`src/rtl/rotator_engine.sv`:
```
// rotator_engine: multi-mode rotate/shift engine, one bit position per clock.
// A word and command are taken through a valid/ready handshake, the requested
// rotate/shift is applied serially, and the result is held until consumed.
// Optional feature macro: ROTATOR_CARRY_EN adds out_carry (last bit moved out).
module rotator_engine #(
  parameter  int unsigned WIDTH = 8,
  localparam int unsigned AMT_W = (WIDTH > 1) ? $clog2(WIDTH) : 1
) (
  input  logic             clk,
  input  logic             rst,
  input  logic             in_valid,
  output logic             in_ready,
  input  logic [WIDTH-1:0] in_data,
  input  logic             in_dir,
  input  logic [1:0]       in_mode,
  input  logic [AMT_W-1:0] in_amt,
  output logic             out_valid,
  input  logic             out_ready,
  output logic [WIDTH-1:0] out_data,
  output logic             busy
`ifdef ROTATOR_CARRY_EN
  ,
  output logic             out_carry
`endif
);

  typedef enum logic [1:0] {
    S_IDLE = 2'b00,
    S_BUSY = 2'b01,
    S_DONE = 2'b10
  } state_e;

  // Mode 11 is reserved and decodes as rotate.
  typedef enum logic [1:0] {
    MODE_ROT = 2'b00,
    MODE_LSH = 2'b01,
    MODE_ASH = 2'b10,
    MODE_RSV = 2'b11
  } mode_e;

  state_e           state_q;
  mode_e            mode_q;
  logic             dir_q;
  logic [WIDTH-1:0] data_q;
  logic [AMT_W-1:0] cnt_q;
  logic             in_ready_q;
  logic             out_valid_q;
  logic             busy_q;

  logic [WIDTH-1:0] step_data_d;
  logic [AMT_W-1:0] amt_eff;

`ifdef ROTATOR_CARRY_EN
  logic             carry_q;
  logic             step_carry_d;

  // Bit leaving the word on one step: MSB for left, LSB for right.
  assign step_carry_d = dir_q ? data_q[0] : data_q[WIDTH-1];
  assign out_carry    = carry_q;
`endif

  // Amounts beyond WIDTH-1 can only occur for non-power-of-two widths.
  if ((WIDTH & (WIDTH - 1)) == 0) begin : g_amt_pow2
    assign amt_eff = in_amt;
  end else begin : g_amt_clamp
    assign amt_eff = (in_amt > AMT_W'(WIDTH - 1)) ? AMT_W'(WIDTH - 1) : in_amt;
  end

  // One-position step of the working word for the latched direction and mode.
  always_comb begin
    step_data_d = data_q;
    if (!dir_q) begin
      if (mode_q == MODE_LSH || mode_q == MODE_ASH) begin
        step_data_d = {data_q[WIDTH-2:0], 1'b0};
      end else begin
        step_data_d = {data_q[WIDTH-2:0], data_q[WIDTH-1]};
      end
    end else begin
      case (mode_q)
        MODE_LSH: step_data_d = {1'b0, data_q[WIDTH-1:1]};
        MODE_ASH: step_data_d = {data_q[WIDTH-1], data_q[WIDTH-1:1]};
        default:  step_data_d = {data_q[0], data_q[WIDTH-1:1]};
      endcase
    end
  end

  // Control FSM with registered handshake outputs and the working datapath.
  always_ff @(posedge clk) begin
    if (rst) begin
      state_q     <= S_IDLE;
      mode_q      <= MODE_ROT;
      dir_q       <= 1'b0;
      data_q      <= '0;
      cnt_q       <= '0;
      in_ready_q  <= 1'b1;
      out_valid_q <= 1'b0;
      busy_q      <= 1'b0;
`ifdef ROTATOR_CARRY_EN
      carry_q     <= 1'b0;
`endif
    end else begin
      case (state_q)
        S_IDLE: begin
          if (in_valid && in_ready_q) begin
            data_q     <= in_data;
            dir_q      <= in_dir;
            mode_q     <= mode_e'(in_mode);
            cnt_q      <= amt_eff;
            in_ready_q <= 1'b0;
            busy_q     <= 1'b1;
`ifdef ROTATOR_CARRY_EN
            carry_q    <= 1'b0;
`endif
            if (amt_eff == '0) begin
              state_q     <= S_DONE;
              out_valid_q <= 1'b1;
            end else begin
              state_q     <= S_BUSY;
            end
          end
        end
        S_BUSY: begin
          data_q <= step_data_d;
          cnt_q  <= cnt_q - AMT_W'(1);
`ifdef ROTATOR_CARRY_EN
          carry_q <= step_carry_d;
`endif
          if (cnt_q == AMT_W'(1)) begin
            state_q     <= S_DONE;
            out_valid_q <= 1'b1;
          end
        end
        S_DONE: begin
          if (out_ready) begin
            state_q     <= S_IDLE;
            out_valid_q <= 1'b0;
            busy_q      <= 1'b0;
            in_ready_q  <= 1'b1;
          end
        end
        default: begin
          state_q     <= S_IDLE;
          out_valid_q <= 1'b0;
          busy_q      <= 1'b0;
          in_ready_q  <= 1'b1;
        end
      endcase
    end
  end

  assign in_ready  = in_ready_q;
  assign out_valid = out_valid_q;
  assign out_data  = data_q;
  assign busy      = busy_q;

endmodule

```
`config.mk`:
```
export PLATFORM = sky130hd
export DESIGN_NAME = rotator_engine
export DESIGN_NICKNAME = d
export VERILOG_FILES = /design/src/rtl/rotator_engine.sv
export SDC_FILE = /design/constraint.sdc
export NUM_CORES = 1
export LEC_CHECK = 0
export CORE_AREA = 2 2 50 52
export CTS_BUF_LIST = sky130_fd_sc_hd__clkbuf_8
export CTS_CLUSTER_DIAMETER = 40
export DETAILED_ROUTE_END_ITERATION = 6
export DIE_AREA = 0 0 52 54
export GPL_TIMING_DRIVEN = 0
export MAX_ROUTING_LAYER = met4
export PLACE_DENSITY = 0.83
export SYNTH_ARGS = -nofsm -noshare
export SYNTH_HDL_FRONTEND = slang
export SYNTH_SLANG_ARGS = --single-unit
```
`constraint.sdc`:
```
create_clock -name clk -period 1.5 [get_ports clk]
set_input_delay 0.15 -clock clk [delete_from_list [all_inputs] [get_ports clk]]
set_output_delay 0.15 -clock clk [all_outputs]
set_load 0.02 [all_outputs]
```
* Word-level counts from Yosys, hierarchy flattened
Index checks and enable logic that the tools add are counted.
Storage, ports and cells: bits in registers 19, latch bits 0, bits in writable memories 0, bits in read-only memories 0, input bits 18, output and inout bits 11, word-level logic and storage cells 54, memories kept 0
Operators by class: add/subtract/negate cells 1, $mul 0, divide/modulo/power cells 0, $lt $le $gt $ge 0, equal/unequal tests 10, shift operators 0, multiplexer cells 22, bitwise gates (word level) 1, reduce and logical (&&, ||, !) cells 11
Operators with widths (count):
- 8-bit one-hot mux with 2 select lines | 2
- 8-bit 2-to-1 mux | 2
- 1-bit one-hot mux with 3 select lines | 3
- 3-bit AND reduction | 3
- 1-bit 2-to-1 mux | 8
- 2-bit 2-to-1 mux | 4
- 2-bit inequality test, second input constant | 4
- 2-bit one-hot mux with 3 select lines | 1
- 3-bit one-hot mux with 2 select lines | 1
- 2-bit by 1-bit == test with 1-bit output, second input constant | 2
- 2-bit == test, second input constant | 2
- 2-bit AND reduction | 2
- 4-bit AND reduction | 1
- 3-bit by 1-bit == test with 1-bit output, second input constant | 1
- 3-bit zero test | 1
- 3-bit 2-to-1 mux | 1
- 3-bit inequality test, second input constant | 1
- 3-bit by 1-bit subtractor with 3-bit output, second input constant | 1
- 2-bit zero test | 1
- 2-bit nonzero test | 1
- 1-bit logical AND | 1
- 1-bit logical OR | 1
- 1-bit inverter | 1

* Longest topological paths before layout
depth in word-level cells 5, depth in mapped cells 5, mapped depth without buffers 5

* Worst setup path after synthesis
No wires, ideal clock.
path kind reg2reg, start point register in_ready_q (netlist: in_ready), end point register data_q[7] (netlist: out_data[7]), library setup time 0.087 ns, data arrival time 1.267 ns, required time 1.413 ns, path slack 0.146 ns, stages on the path, launching flop included 4, buffers on the path 0, period minus slack after synthesis 1.354 ns, cell sequence dfxtp_1 -> a21oi_2 -> or4_1 -> o31ai_1
Between the ends: word-level cells in the longest chain between the ends 3
Ends and longest elaborated chain:
- from (decl) | RTL line 46 | logic in_ready_q;
- from (signal assigned) | RTL line 95 | in_ready_q <= 1'b1;
- from (signal assigned) | RTL line 109 | in_ready_q <= 1'b0;
- from (signal assigned) | RTL line 138 | in_ready_q <= 1'b1;
- 1-bit logical AND | RTL line 104 | if (in_valid && in_ready_q) begin
- 2-bit inequality test (no line)
- 3-bit AND reduction (no line)
- to (signal assigned) | RTL line 105 | data_q <= in_data;
- to (signal assigned) | RTL line 123 | data_q <= step_data_d;
- to (decl) | RTL line 44 | logic [WIDTH-1:0] data_q;
No other way between the ends. A chain may end at the register's enable or synchronous reset.

* Final worst setup path
start point register data_q[7] (netlist: out_data[7]), end point output out_data[7]
RTL lines:
- to (decl) | RTL line 19 | output logic [WIDTH-1:0] out_data,
No word-level cell between the ends.

==> results.json <==
{
  "n_fill_cell": 194,
  "coreArea_um2": 2320,
  "place.gp.congestion": 0.8197,
  "critical-path-top-delay-family": "buffers and inverters",
  "fin_util_pct": 61.76,
  "cts_made_buffers": 3,
  "regToRegSetupSlack_ns": 0.08,
  "max_stage_delay_ns": 0.63,
  "synthCells": 119,
  "clock-root-buffer": "clkbuf_8",
  "cts_tree": "done",
  "fin_cells": 181,
  "ys_top_cells_by_area": "dfxtp_1 36%, mux2_2 6.4%, a21oi_1 5.7%, ha_1 4.7%, a211oi_1 4.2%",
  "dieWidth_um": 52,
  "antenna_found_initial": 0,
  "syn_area_um2": 1061,
  "overflow": 0,
  "num_rows": 18,
  "grt.total_usage_pct": 21.30,
  "worstSetupPathType": "reg -> out",
  "antenna_cells": 0,
  "multi_input_area_um2": 631.9,
  "setup.worst_path.start_class": "register",
  "power.leakage_nw": 0.5633,
  "wirelength_um": 2753,
  "htreeDepth": 1,
  "drtPass1Iterations": 4,
  "max_freq_ghz": 0.6942,
  "finalPower_mw": 1.806,
  "boundaryPins": 29,
  "layout-area-overhead-vs-synth_pct": 35.02,
  "worstMarginPinSlew_ns": 0.4515,
  "fp.dieH_um": 54,
  "fin_hold_ws_ns": 0.4695,
  "worst_ep_required_time_ns": 1.35,
  "cp_cell_sequence": "clkdlybuf4s50_1",
  "rsz0062_at_grt": "yes",
  "dieArea_um2": 2808,
  "fin_nets": 174,
  "final-seq-area_um2": 381.6,
  "period_minus_slack_ns": 1.440,
  "arrival_ns": 1.29,
  "post-synth-top-count-cell": "dfxtp_1",
  "timing.rr.start": "state_q[1]",
  "wl_per_cell_um": 15.21,
  "synth_top_area_cell": "dfxtp_1",
  "ant_nets": 0,
  "status": "finished, final reports clean",
  "synth_top_area_share_pct": 35.85,
  "setup_viol_count_final": 0,
  "yosys_warnings": 0,
  "finalHoldViolCount": 0,
  "avgViaCountPerCell": 5.873,
  "drc": 0,
  "cp-startpoint": "out_data[7]",
  "yosysSeqAreaShare_pct": 35.85,
  "port_buffers": 28,
  "clk_pin_slew_worst_paths_ns": 0.07,
  "hold_buffers": 0,
  "grt_max_degree": 11,
  "worstSetupEndpointType": "output pin",
  "dp_hpwl_um": 1965,
  "clock_skew_ns": 0.003881,
  "powerDensity_nw_per_um2": 1260,
  "crit_buf_inv": 1,
  "synth_common_cells": "19 x dfxtp_1, 12 x a21oi_1, 8 x inv_1",
  "critPathMaxFanout": 4,
  "first_global_vias": 943,
  "synth_seq_cells": 19,
  "worstHoldStart": "out_valid",
  "cts.path.max_buffers": 2,
  "slowest_stage": "clkdlybuf4s50_1",
  "start_util_pct": 45.74,
  "slew_viol_final": 0,
  "drv_cap": 0,
  "via_count": 1063,
  "grt_pass1_wl_um": 4298,
  "min_path_type": "reg -> reg",
  "dp_cells": 177,
  "ir_drop_mv": 0.7266,
  "relSlewSlack_pct": 69.90,
  "ys_async_sr_fraction_pct": 0,
  "synth_edf_count": 0,
  "synth_flop_cell": "dfxtp_1",
  "clock_sinks": 19,
  "drive_gt1_share_pct": 13.91,
  "synthesis.nets": 141,
  "finalCritPeriodShare_pct": 96.03,
  "drt_iter0_drc": 17,
  "synth.avg_cell_area_um2": 8.916,
  "clk_latency_ns": 0.26,
  "synth.distinct_cells": 38
}
## metrics by stage
step	setup WS, ns	TNS, ns	cell area [µm²]
floorplan	0.1459	0	1061
global placement	-0.09046	-0.1518	1379
detailed placement	-0.1187	-0.3076	1379
CTS	0.02738	0	1423
global route	-0.008829	-0.008829	1433
finish	0.05950	0	1433
## report_power, final
| part | internal [mW] | switching, mW |
|---|---|---|
| clock | 0.182 | 0.173 |
| sequential | 0.603 | 0.0943 |
| combinational | 0.368 | 0.384 |
## layout by cell type (no fill, tap or decap), types with 2 or more instances in the layout
cell / count
clkdlybuf4s50_1: 27
dfxtp_1: 18
a21oi_1: 12
inv_1: 9
nor2_1: 6
mux2_2: 6
a22oi_1: 6
a211oi_1: 6
buf_2: 4
o21ai_0: 4
ha_1: 4
a21o_1: 3
nand2b_1: 3
nor2b_1: 3
mux2i_1: 3
nand2_1: 3
clkbuf_8: 3
o22ai_1: 2
or2_2: 2
o211ai_1: 2
a311oi_1: 2
nand3b_1: 2
a221oi_1: 2
## worst register-to-register path: cells and delay by family, from the launching register on
family / cells / cell delay, ns
AO/OA/AOI/OAI: 2 / 0.32
buffers and inverters: 2 / 0.54
flip-flops: 1 / 0.42
## registers in the layout (all words and copies together), names as in the netlist
name / count
busy: 1
mode_q: 2
cnt_q: 3
dir_q: 1
out_valid: 1
state_q: 2
in_ready: 1
out_data: 8
## metal layers
layer / track usage, % / wire, µm / part of all wire, %
met2: 35.65 / 1355 / 49
met5: - / 0 / 0
met1: 25.38 / 1254 / 46
met4: 10.09 / 53 / 1.9
met3: 2.778 / 89 / 3.2
## path summary, 6_finish.rpt
check	depth (start not counted)	to
worst max-delay path	1	out_data[7]
worst min-delay path	2	out_valid
worst max register to register	4	cnt_q[1]
worst min register to register	2	out_valid
## layout make-up
type / instances / share of cell area [%]
Multi-Input combinational cell: 86 / 44.10
Clock buffer: 3 / 2.882
Tap cell: 30 / 2.620
Clock inverter: 1 / 0.2620
Timing Repair Buffer: 28 / 19.48
Buffer: 5 / 1.659
Inverter: 9 / 2.358
Sequential cell: 19 / 26.64
## cell families (layout without fill, tap and decap cells)
kind of cell / after synthesis / after routing / share of synthesized area [%]
AO/OA/AOI/OAI: 46 / 46 / 29.84
multiplexers: 9 / 9 / 9.198
adder cells (fa/ha/maj): 4 / 4 / 4.717
AND/OR/NAND/NOR: 27 / 27 / 14.98
buffers and inverters: 14 / 46 / 5.424
flip-flops: 19 / 19 / 35.85
## what timing repair did
action                                  in CTS  in global routing
pin swaps                                    0                  0
endpoints found under the setup margin       1                  1
setup buffers                                0                  0
resized for setup                            1                  3
Power figures use the tool's default switching activity.
==> RTL change, RTL diff (same flow settings) <==
`WIDTH`: 8 -> 4.
--- a/src/rtl/rotator_engine.sv
+++ b/src/rtl/rotator_engine.sv
@@ -4,5 +4,5 @@
 // Optional feature macro: ROTATOR_CARRY_EN adds out_carry (last bit moved out).
 module rotator_engine #(
-  parameter  int unsigned WIDTH = 8,
+  parameter  int unsigned WIDTH = 4,
   localparam int unsigned AMT_W = (WIDTH > 1) ? $clog2(WIDTH) : 1
 ) (
Interface: changed (resized in_amt, in_data and out_data); port bits go from 29 to 20. The function was not compared with the original's and may differ.
==> RTL change against the original RTL <==
- worst setup slack got worse by 0.0010 ns
- final area fell by 29%
- routed wire length fell by 45%
- sequential cell count fell by 5
- synthesized area fell by 31%
- register-to-register slack improved by 0.06 ns
- non-clock buffer count fell by 9
- clock power rose by 4%
- core utilization fell by 18 points
- power fell by 33%
- first-iteration DRC count fell by 71%
- sequential power fell by 32%
- largest power group is now sequential cells
==> RTL change: results (changes against the original RTL) <==
| Metric | Value |
|---|---|
| Syn Nets | 96 (was 141) |
| Share of layout cells above drive strength 1 | 7.77% (was 13.9%) |
| Netlist cell types | 29 (was 38) |
| Dpl hpwl | 1160 um (was 1970 um) |
| Peak supply drop | 436 uV (was 727 uV) |
| Leading cell types by count after synthesis | 14 x dfxtp_1, 11 x a21oi_1, 10 x nand2_1 (was 19 x dfxtp_1, 12 x a21oi_1, 8 x inv_1) |
| Place WS | -0.0616 ns (was -0.119 ns) |
| Leakage power | 0.372 nW (was 0.563 nW) |
| Vias per inst | 4.84 (was 5.87) |
| Port Buffers | 19 (was 28) |
| CP max FO | 6 (was 4) |
| DR WL/cell | 11.4 um (was 15.2 um) |
| Global-route wire length before repair | 2590 um (was 4300 um) |
| Post-synthesis sequential area ratio | 38.4% (was 35.8%) |
| Grt met1 use | 15.1% (was 25.4%) |
| GR Util met3 | 2.50% (was 2.78%) |
| GPL Wtd Cong | 0.775 (was 0.820) |
| Max-Slew Margin vs Limit | 53.9% (was 69.9%) |
| Met2 usage | 21.1% (was 35.7%) |
| Hold WS | 0.455 ns (was 0.470 ns) |
| Worst setup margin | 0.0585 ns (was 0.0595 ns) |
| Max FFs per register | 4 (was 8) |
| Status | complete, no violations (unchanged) |
| Synth area leaders | dfxtp_1 38%, a21oi_1 7.5%, ha_1 5.1% (was dfxtp_1 36%, mux2_2 6.4%, a21oi_1 5.7%) |
| Setup slack, reg-to-reg | 0.14 ns (was 0.08 ns) |
| GR Util All Layers | 13.4% (was 21.3%) |
| Clk_skew | 0.00154 ns (was 0.00388 ns) |
RTL change: power by group:
group	switching (mW)	internal, mW	leakage (nW)	total (mW)
Sequential	0.0437	0.428	0.115	0.471
Clock	0.137	0.233	0.0288	0.370
Combinational	0.180	0.192	0.228	0.371
Total	0.361	0.852	0.372	1.21
RTL change: routing by layer:
layer	share of wire [%]	wire [um]
met1	45	692
met2	47	718
met3	4.0	61
met4	3.2	49
met5	0	0
RTL change: cell families after synthesis:
group / count (synthesis) / synth area share [%]
AOI/OAI and AO/OA: 25 / 25.9
and+or+nand+nor: 25 / 19.2
DFF: 14 / 38.4
buffers and inverters: 10 / 7.20
muxes: 3 / 4.12
adders and majority gates: 3 / 5.15
RTL change: path summary, 6_finish.rpt:
check | end | startpoint | cells past startpoint
max | in_ready | in_ready | 1
min | dir_q | in_dir | 3
max reg2reg | out_data[3] | state_q[1] | 4
min reg2reg | cnt_q[1] | cnt_q[1] | 2
RTL change: cell type report:
type / count / area [sq um]
buffer: 5 / 33.8
inverter: 5 / 18.8
multi-input combinational: 56 / 397
tap: 30 / 37.5
sequential: 14 / 280
clock buffer: 4 / 55.1
fill: 221 / 1310
timing repair buffer: 19 / 190
RTL change: stage by stage:
step	total power, mW	area (sq um)	std cells
after detailed placement	0.852	957	129
after global routing	1.28	1010	133
final	1.21	1010	133
after CTS	1.23	1010	133
after global placement	0.842	957	129
after floorplan	0.714	729	80
RTL change: worst min-delay path, cell delays in order:
cell,delay [ns]
clkdlybuf4s50_1,0.40
nand2_1,0.05
a21oi_1,0.05
